--- src/rtl/uturn_pkg.sv ---
// Shared types and constants for the U-turn controller.
package uturn_pkg;

    typedef enum logic [2:0] {
        IDLE,
        BACKUP,
        LEAVE,
        SEEK,
        BRAKE,
        DONE,
        FAULT
    } state_t;

    localparam int unsigned CENTRE_BIT = 2;
    localparam logic        DIR_FWD    = 1'b1;
    localparam logic        DIR_REV    = 1'b0;

    function automatic logic is_moving(input state_t s);
        return s inside {BACKUP, LEAVE, SEEK, BRAKE};
    endfunction

endpackage

--- src/rtl/uturn_ctrl_pwm_gen.sv ---
// Free-running PWM with a registered output; restart re-aligns the period to the
// first cycle of a new phase.
module pwm_gen #(
    parameter int unsigned PERIOD = 1000
) (
    input  logic                   clk,
    input  logic                   rst_n,
    input  logic                   restart,
    input  logic [$clog2(PERIOD):0] duty,
    output logic                   pwm
);
    localparam int unsigned CW = $clog2(PERIOD) + 1;

    logic [CW-1:0] cnt;

    always_ff @(posedge clk) begin
        if (!rst_n) begin
            cnt <= '0;
            pwm <= 1'b0;
        end else begin
            pwm <= (cnt < duty);
            if (restart || cnt == CW'(PERIOD - 1))
                cnt <= '0;
            else
                cnt <= cnt + CW'(1);
        end
    end

endmodule

--- src/rtl/uturn_ctrl.sv ---
// U-turn sequencer: back-off, spin off the line, spin to reacquire, brake, done.
// Define UTURN_TIMEOUT_EN to add the enable-to-done timeout and FAULT state.
module uturn_ctrl
    import uturn_pkg::*;
#(
    parameter int unsigned PWM_PERIOD     = 1000,
    parameter int unsigned SPIN_DUTY      = 600,
    parameter int unsigned BACK_DUTY      = 400,
    parameter int unsigned BACK_CYCLES    = 5000000,
    parameter int unsigned DEBOUNCE       = 16,
    parameter int unsigned BRAKE_CYCLES   = 1000000,
    parameter int unsigned TIMEOUT_CYCLES = 200000000
) (
    input  logic       clk,
    input  logic       rst_n,
    input  logic       en,
    input  logic [4:0] sensors,
    output logic       uturn_finished,
    output logic       busy,
    output logic       motor_l_dir,
    output logic       motor_r_dir,
    output logic       motor_l_pwm,
    output logic       motor_r_pwm,
    output logic       fault
);
    localparam int unsigned PW = $clog2(PWM_PERIOD) + 1;
    localparam int unsigned BW = $clog2(BACK_CYCLES) + 1;
    localparam int unsigned RW = $clog2(BRAKE_CYCLES) + 1;
    localparam int unsigned DW = $clog2(DEBOUNCE) + 1;

    state_t        state, next_state;
    logic [4:0]    sens_meta, sens_sync;
    logic          centre;
    logic          sensors_unused;
    logic [BW-1:0] back_cnt;
    logic [RW-1:0] brake_cnt;
    logic [DW-1:0] deb_cnt;
    logic [PW-1:0] duty;
    logic          restart;
    logic          pwm;

    always_ff @(posedge clk) begin
        if (!rst_n) begin
            sens_meta <= '0;
            sens_sync <= '0;
        end else begin
            sens_meta <= sensors;
            sens_sync <= sens_meta;
        end
    end

    assign centre         = sens_sync[CENTRE_BIT];
    assign sensors_unused = ^sens_sync;

`ifdef UTURN_TIMEOUT_EN
    localparam int unsigned TW = $clog2(TIMEOUT_CYCLES) + 1;
    logic [TW-1:0] timer;

    always_ff @(posedge clk) begin
        if (!rst_n || state == IDLE)
            timer <= '0;
        else if (timer != '1)
            timer <= timer + TW'(1);
    end
`else
    logic timeout_unused;
    assign timeout_unused = |TIMEOUT_CYCLES;
`endif

    always_ff @(posedge clk) begin
        if (!rst_n)
            state <= IDLE;
        else
            state <= next_state;
    end

    // Abort (en low) is applied last so it overrides timeout and phase completion.
    always_comb begin
        next_state = state;
        case (state)
            IDLE:    if (en) next_state = BACKUP;
            BACKUP:  if (back_cnt == BW'(BACK_CYCLES - 1)) next_state = LEAVE;
            LEAVE:   if (!centre && deb_cnt == DW'(DEBOUNCE - 1)) next_state = SEEK;
            SEEK:    if (centre && deb_cnt == DW'(DEBOUNCE - 1)) next_state = BRAKE;
            BRAKE:   if (brake_cnt == RW'(BRAKE_CYCLES - 1)) next_state = DONE;
            DONE:    next_state = DONE;
            FAULT:   next_state = FAULT;
            default: next_state = IDLE;
        endcase
`ifdef UTURN_TIMEOUT_EN
        if (is_moving(state) && timer == TW'(TIMEOUT_CYCLES - 1))
            next_state = FAULT;
`endif
        if (!en && state != IDLE)
            next_state = IDLE;
    end

    always_comb begin
        duty = '0;
        case (state)
            BACKUP:      duty = PW'(BACK_DUTY);
            LEAVE, SEEK: duty = PW'(SPIN_DUTY);
            default:     duty = '0;
        endcase
    end

    assign restart = (next_state != state);

    always_ff @(posedge clk) begin
        if (!rst_n) begin
            back_cnt  <= '0;
            brake_cnt <= '0;
            deb_cnt   <= '0;
        end else begin
            if (state != BACKUP)
                back_cnt <= '0;
            else if (back_cnt != '1)
                back_cnt <= back_cnt + BW'(1);

            if (state != BRAKE)
                brake_cnt <= '0;
            else if (brake_cnt != '1)
                brake_cnt <= brake_cnt + RW'(1);

            if (restart)
                deb_cnt <= '0;
            else if ((state == LEAVE && !centre) || (state == SEEK && centre)) begin
                if (deb_cnt != '1)
                    deb_cnt <= deb_cnt + DW'(1);
            end else
                deb_cnt <= '0;
        end
    end

    // Motor-side outputs follow the current phase one cycle later, in step with
    // the registered PWM; completion and fault flags track the phase being entered.
    always_ff @(posedge clk) begin
        if (!rst_n) begin
            busy           <= 1'b0;
            motor_l_dir    <= 1'b0;
            motor_r_dir    <= 1'b0;
            uturn_finished <= 1'b0;
        end else begin
            busy           <= is_moving(state);
            motor_l_dir    <= (state == LEAVE || state == SEEK) ? DIR_FWD : DIR_REV;
            motor_r_dir    <= DIR_REV;
            uturn_finished <= (next_state == DONE);
        end
    end

`ifdef UTURN_TIMEOUT_EN
    always_ff @(posedge clk) begin
        if (!rst_n)
            fault <= 1'b0;
        else
            fault <= (next_state == FAULT);
    end
`else
    assign fault = 1'b0;
`endif

    pwm_gen #(
        .PERIOD (PWM_PERIOD)
    ) u_pwm (
        .clk     (clk),
        .rst_n   (rst_n),
        .restart (restart),
        .duty    (duty),
        .pwm     (pwm)
    );

    assign motor_l_pwm = pwm;
    assign motor_r_pwm = pwm;

endmodule

--- config.mk ---
export PLATFORM = sky130hd
export DESIGN_NAME = uturn_ctrl
export DESIGN_NICKNAME = d
export VERILOG_FILES = /design/src/rtl/uturn_pkg.sv /design/src/rtl/uturn_ctrl_pwm_gen.sv /design/src/rtl/uturn_ctrl.sv
export SDC_FILE = /design/constraint.sdc
export NUM_CORES = 1
export LEC_CHECK = 0
export CAP_MARGIN = 40
export CELL_PAD_IN_SITES_DETAIL_PLACEMENT = 1
export CELL_PAD_IN_SITES_GLOBAL_PLACEMENT = 1
export CORE_MARGIN = 5
export CORE_UTILIZATION = 50
export CTS_CLUSTER_SIZE = 28
export DETAILED_ROUTE_END_ITERATION = 10
export PLACE_DENSITY = 0.94
export SETUP_SLACK_MARGIN = 0.3
export SLEW_MARGIN = 20
export SYNTH_ARGS = -nofsm -noshare
export SYNTH_HDL_FRONTEND = slang
export SYNTH_SLANG_ARGS = --single-unit
--- constraint.sdc ---
create_clock -name clk -period 5.2 [get_ports clk]
set_input_delay 1.04 -clock clk [delete_from_list [all_inputs] [get_ports clk]]
set_output_delay 1.04 -clock clk [all_outputs]
set_load 0.05 [all_outputs]
==> results by stage <==
Pwr:
- Cell internal power was estimated by the tool at 0.848 mW.
- For this design the ratio of total power to cell area is 290 mW/mm^2.
- The combinational power share is 0.055.
- The share of power burned in the clock network is 0.459.
- Total power for the finished layout comes to 1.13 mW.
- The worst-case IR drop observed on VDD is 0.000243 V.
- The switching share of total power is 0.247.
- The sequential power share is 0.486.
- The leakage power total is 1.30 nW.
- For this design the total switching power over the nets is 0.278 mW.

Placement:
- The post-detailed-placement half-perimeter wirelength is 5710 um.
- The final RePlAce weighted congestion is 0.822.
- The total placed instance area is 0.00365 mm^2.
- During placement, the flow inserted port buffers numbering 8.

Synthesis:
- By area the synthesized netlist is led by dfxtp_1 40%, xnor2_1 6.0%, nor2_1 5.7%, xor2_1 5.5%, ha_1 3.9%.
- The share of Yosys cell area claimed by the top area cell type is 0.397.
- Yosys mapped the design onto 58 distinct sky130hd cell types.
- The cell count after synthesis came out at 398.
- The total standard cell area after synthesis is 0.00353 mm^2.
- The leading cell type by number of instances after synthesis is dfxtp_1.
- Counting flops and latches in the post-synthesis netlist gives 70.
- The count of yosys warnings during synthesis is 0.
- The dominant register cell in the synthesized netlist is dfxtp_1.
- The library cell with the largest summed area after synthesis is dfxtp_1.
- By count the netlist is led by 70 x dfxtp_1, 54 x nor2_1, 27 x nand2_1.
- The part of the Yosys area used for sequential elements is 0.397.
- The share of flip-flops with an asynchronous set or reset after synthesis is 0.
- The number of enable-type register cells in the synthesized netlist is 0.
- The average footprint of a synthesized cell is 8.87 um^2.

Global routing:
- The first-pass GRT wire length is 14800 um.
- Entering global routing, the biggest net connects 23 pins.
- The number of global-route vias before repair is 3153.
- The number of antenna violations at the first check in global routing is 0.
- In the global route stage, overall resource usage came out at 0.212.
- The final global-route overflow total is 0.

Floorplan:
- The horizontal die dimension is 94.0 um.
- The standard cell core area is 0.00683 mm^2.
- The I/O pin total is 15.
- The total die area is 0.00884 mm^2.
- Row generation in the floorplan step produced 30 rows.
- In this run the vertical extent of the chip is 94.0 um.
- The initial utilization of the core area, before any placement, comes to 0.516.

STA:
- The number of max-slew violations in the final report is 0.
- For the final database, setup skew stands at 10.7 ps.
- The smallest clock period supported by the final layout is computed as 2920 ps.
- Summed over all failing endpoints, the final setup total negative slack is 0 ps.
- The highest clock frequency the design can meet is 0.342 GHz.
- Setup violations remaining at the end of the flow were counted as 0.
- The total count of hold-check failures in the final report is 0.
- The actual slew at the worst max-slew pin is 802 ps.
- Setup repair after global routing left no endpoint under its margin.
- Dividing the final minimum period by the clock period gives 0.562.
- The max-slew headroom at the worst pin is 0.464.

Setup path:
- Of all nets on the critical path, the largest fanout is 16.
- The number of buffer and inverter stages on the critical path is 1.
- For this run, the slowest stage of the critical path takes 590 ps.
- STA classifies the critical path endpoint as a flip-flop.
- At the worst endpoint, the arrival time is 3170 ps.
- Among all stages on the critical path, the largest delay is contributed by clkdlybuf4s50_1.
- Grouping stages by cell kind, the critical path spends the most delay in compound AO/OA/AOI/OAI gates.
- Traced cell by cell, the critical path runs through clkdlybuf4s50_1 > a32oi_1 > o21ai_4 > o21a_1 > o32a_4 > nor4_1.
- The kind of critical path is in -> reg.
- The element type at the critical path start is an input pin.
- For the worst setup path, the data required time is 5440 ps.

Min path:
- The worst hold path class is reg -> reg.

Clock tree:
- The number of buffers added to fix hold violations after cts is 0.
- The buffer type at the clock tree root is clkbuf_8.
- TritonCTS created 9 clock buffers.
- The CTS tree is done.
- The insertion delay to the later sink of the worst-skew pair is 360 ps.
- The count of buffers added by post-CTS timing repair for setup is 0.
- The H-tree was split into 3 levels.
- The clock slew seen by the registers of the worst setup and hold paths is 90 ps.
- The number of sinks on the clock net is 70.
- The number of resized instances in the post-cts repair step is 0.
- The buffer depth of the longest clock path is 2.

Final layout:
- The antenna diode count is 0.
- The final non-filler cell area is 0.00388 mm^2.
- For this run, the post-layout net count is 423.
- Of the cells placed in the final design, the portion with a size suffix greater than 1 is 0.0905.
- The relative area change from synthesis to final layout is 10.1%.

Route:
- The via count normalized by instance count is 5.81.
- The count of TritonRoute iterations in the first routing pass is 4.
- The wire length per cell after detailed routing is 16.8 um.
- The number of vias in the routed layout is 2935.
- The DRC violation count after routing is 0.
- The count of nets left with antenna violations once routing finished came out at 0.
- The number of DRC markers in iteration 0 is 150.
- The routed design has 8490 um of wire.

Run status:
- The flow ran to the end, and the final reports show no timing, DRC or antenna violations.

Run:
- The number of max-capacitance violations reported is 0.
-- kinds of logic after synthesis --
group / Yosys count / share of synthesized area
simple gates: 196 / 0.315
flops: 70 / 0.397
xor+xnor: 46 / 0.114
compound gates: 45 / 0.0894
buf+inv: 26 / 0.0362
fa+ha+maj: 11 / 0.0390
mux: 3 / 0.00851
other cells: 1 / 0.00106
-- worst register-to-register path: cells and delay by family (launching register included) --
| family | cells | cell delay, ps |
|---|---|---|
| AND/OR/NAND/NOR | 3 | 900 |
| AO/OA/AOI/OAI | 4 | 600 |
| flip-flops | 1 | 530 |
| adder cells (fa/ha/maj) | 1 | 320 |
| buffers and inverters | 1 | 160 |
-- flip-flops by register name (all words and copies together), names as in the netlist --
| name | cells |
|---|---|
| deb_cnt | 5 |
| u_pwm.pwm | 1 |
| uturn_finished | 1 |
| brake_cnt | 21 |
| u_pwm.cnt | 11 |
| sens_meta | 1 |
| back_cnt | 24 |
| sens_sync | 1 |
| motor_l_dir | 1 |
| busy | 1 |
| state | 3 |
-- placed cells by master, fill, tap and decap left out, types with 6 or more instances in the layout --
| cell | synthesis | routed |
|---|---|---|
| nor2_1 | 54 | 54 |
| a21oi_1 | 12 | 12 |
| and2_1 | 6 | 6 |
| xnor2_1 | 24 | 24 |
| clkdlybuf4s50_1 | 0 | 8 |
| and4_1 | 9 | 9 |
| o21ai_0 | 10 | 10 |
| nand2_1 | 27 | 27 |
| and3_1 | 11 | 11 |
| inv_1 | 10 | 10 |
| clkbuf_8 | 0 | 10 |
| nor3_2 | 9 | 9 |
| nor4_1 | 9 | 9 |
| ha_1 | 11 | 11 |
| nor3_1 | 6 | 6 |
| nand3_1 | 22 | 22 |
| xor2_1 | 22 | 22 |
| dfxtp_1 | 70 | 70 |
| nand4_1 | 11 | 11 |
-- path summary, 6_finish.rpt --
kind,startpoint,to,slack (ps),cells past startpoint
worst max-delay path,en,deb_cnt[0],2280,6
worst min-delay path,sens_meta[2],sens_sync[2],450,1
worst max register to register,state[0],u_pwm.pwm,2600,9
worst min register to register,sens_meta[2],sens_sync[2],450,1
-- routing by layer --
layer	wire length, um	GRT usage	vias to the layer above
met3	183	0.0457	17
met4	186	0.0878	0
li1	-	-	1415
met2	4380	0.372	38
met1	3740	0.247	1465
met5	0	0	-
-- power groups by stage --
| stage | logic, mW | clock network [mW] | registers, mW |
|---|---|---|---|
| floorplan | 0.0481 | 0 | 0.562 |
| global placement | 0.0592 | 0 | 0.559 |
| detailed placement | 0.0621 | 0 | 0.560 |
| CTS | 0.0627 | 0.524 | 0.547 |
| global route | 0.0681 | 0.555 | 0.548 |
| finish | 0.0625 | 0.516 | 0.547 |
-- area by class of cell --
class | count | area [um^2]
Sequential cell | 70 | 1400
Timing Repair Buffer | 9 | 87.6
Tap cell | 96 | 120
Clock buffer | 10 | 138
Multi-Input combinational cell | 303 | 2000
Inverter | 11 | 41.3
Fill cell | 814 | 2950
Clock inverter | 6 | 93.8
-- stage by stage --
stage / setup WS [ps] / util / hold WS, ps / cells
after floorplan: 2750 / - / 412 / 399
after global placement: 2140 / 0.535 / 429 / 489
after detailed placement: 1970 / 0.535 / 429 / 489
after CTS: 2310 / 0.569 / 453 / 505
after global routing: 2180 / 0.569 / 489 / 505
final: 2280 / 0.569 / 449 / 505
(Power assumes the default switching activity.)
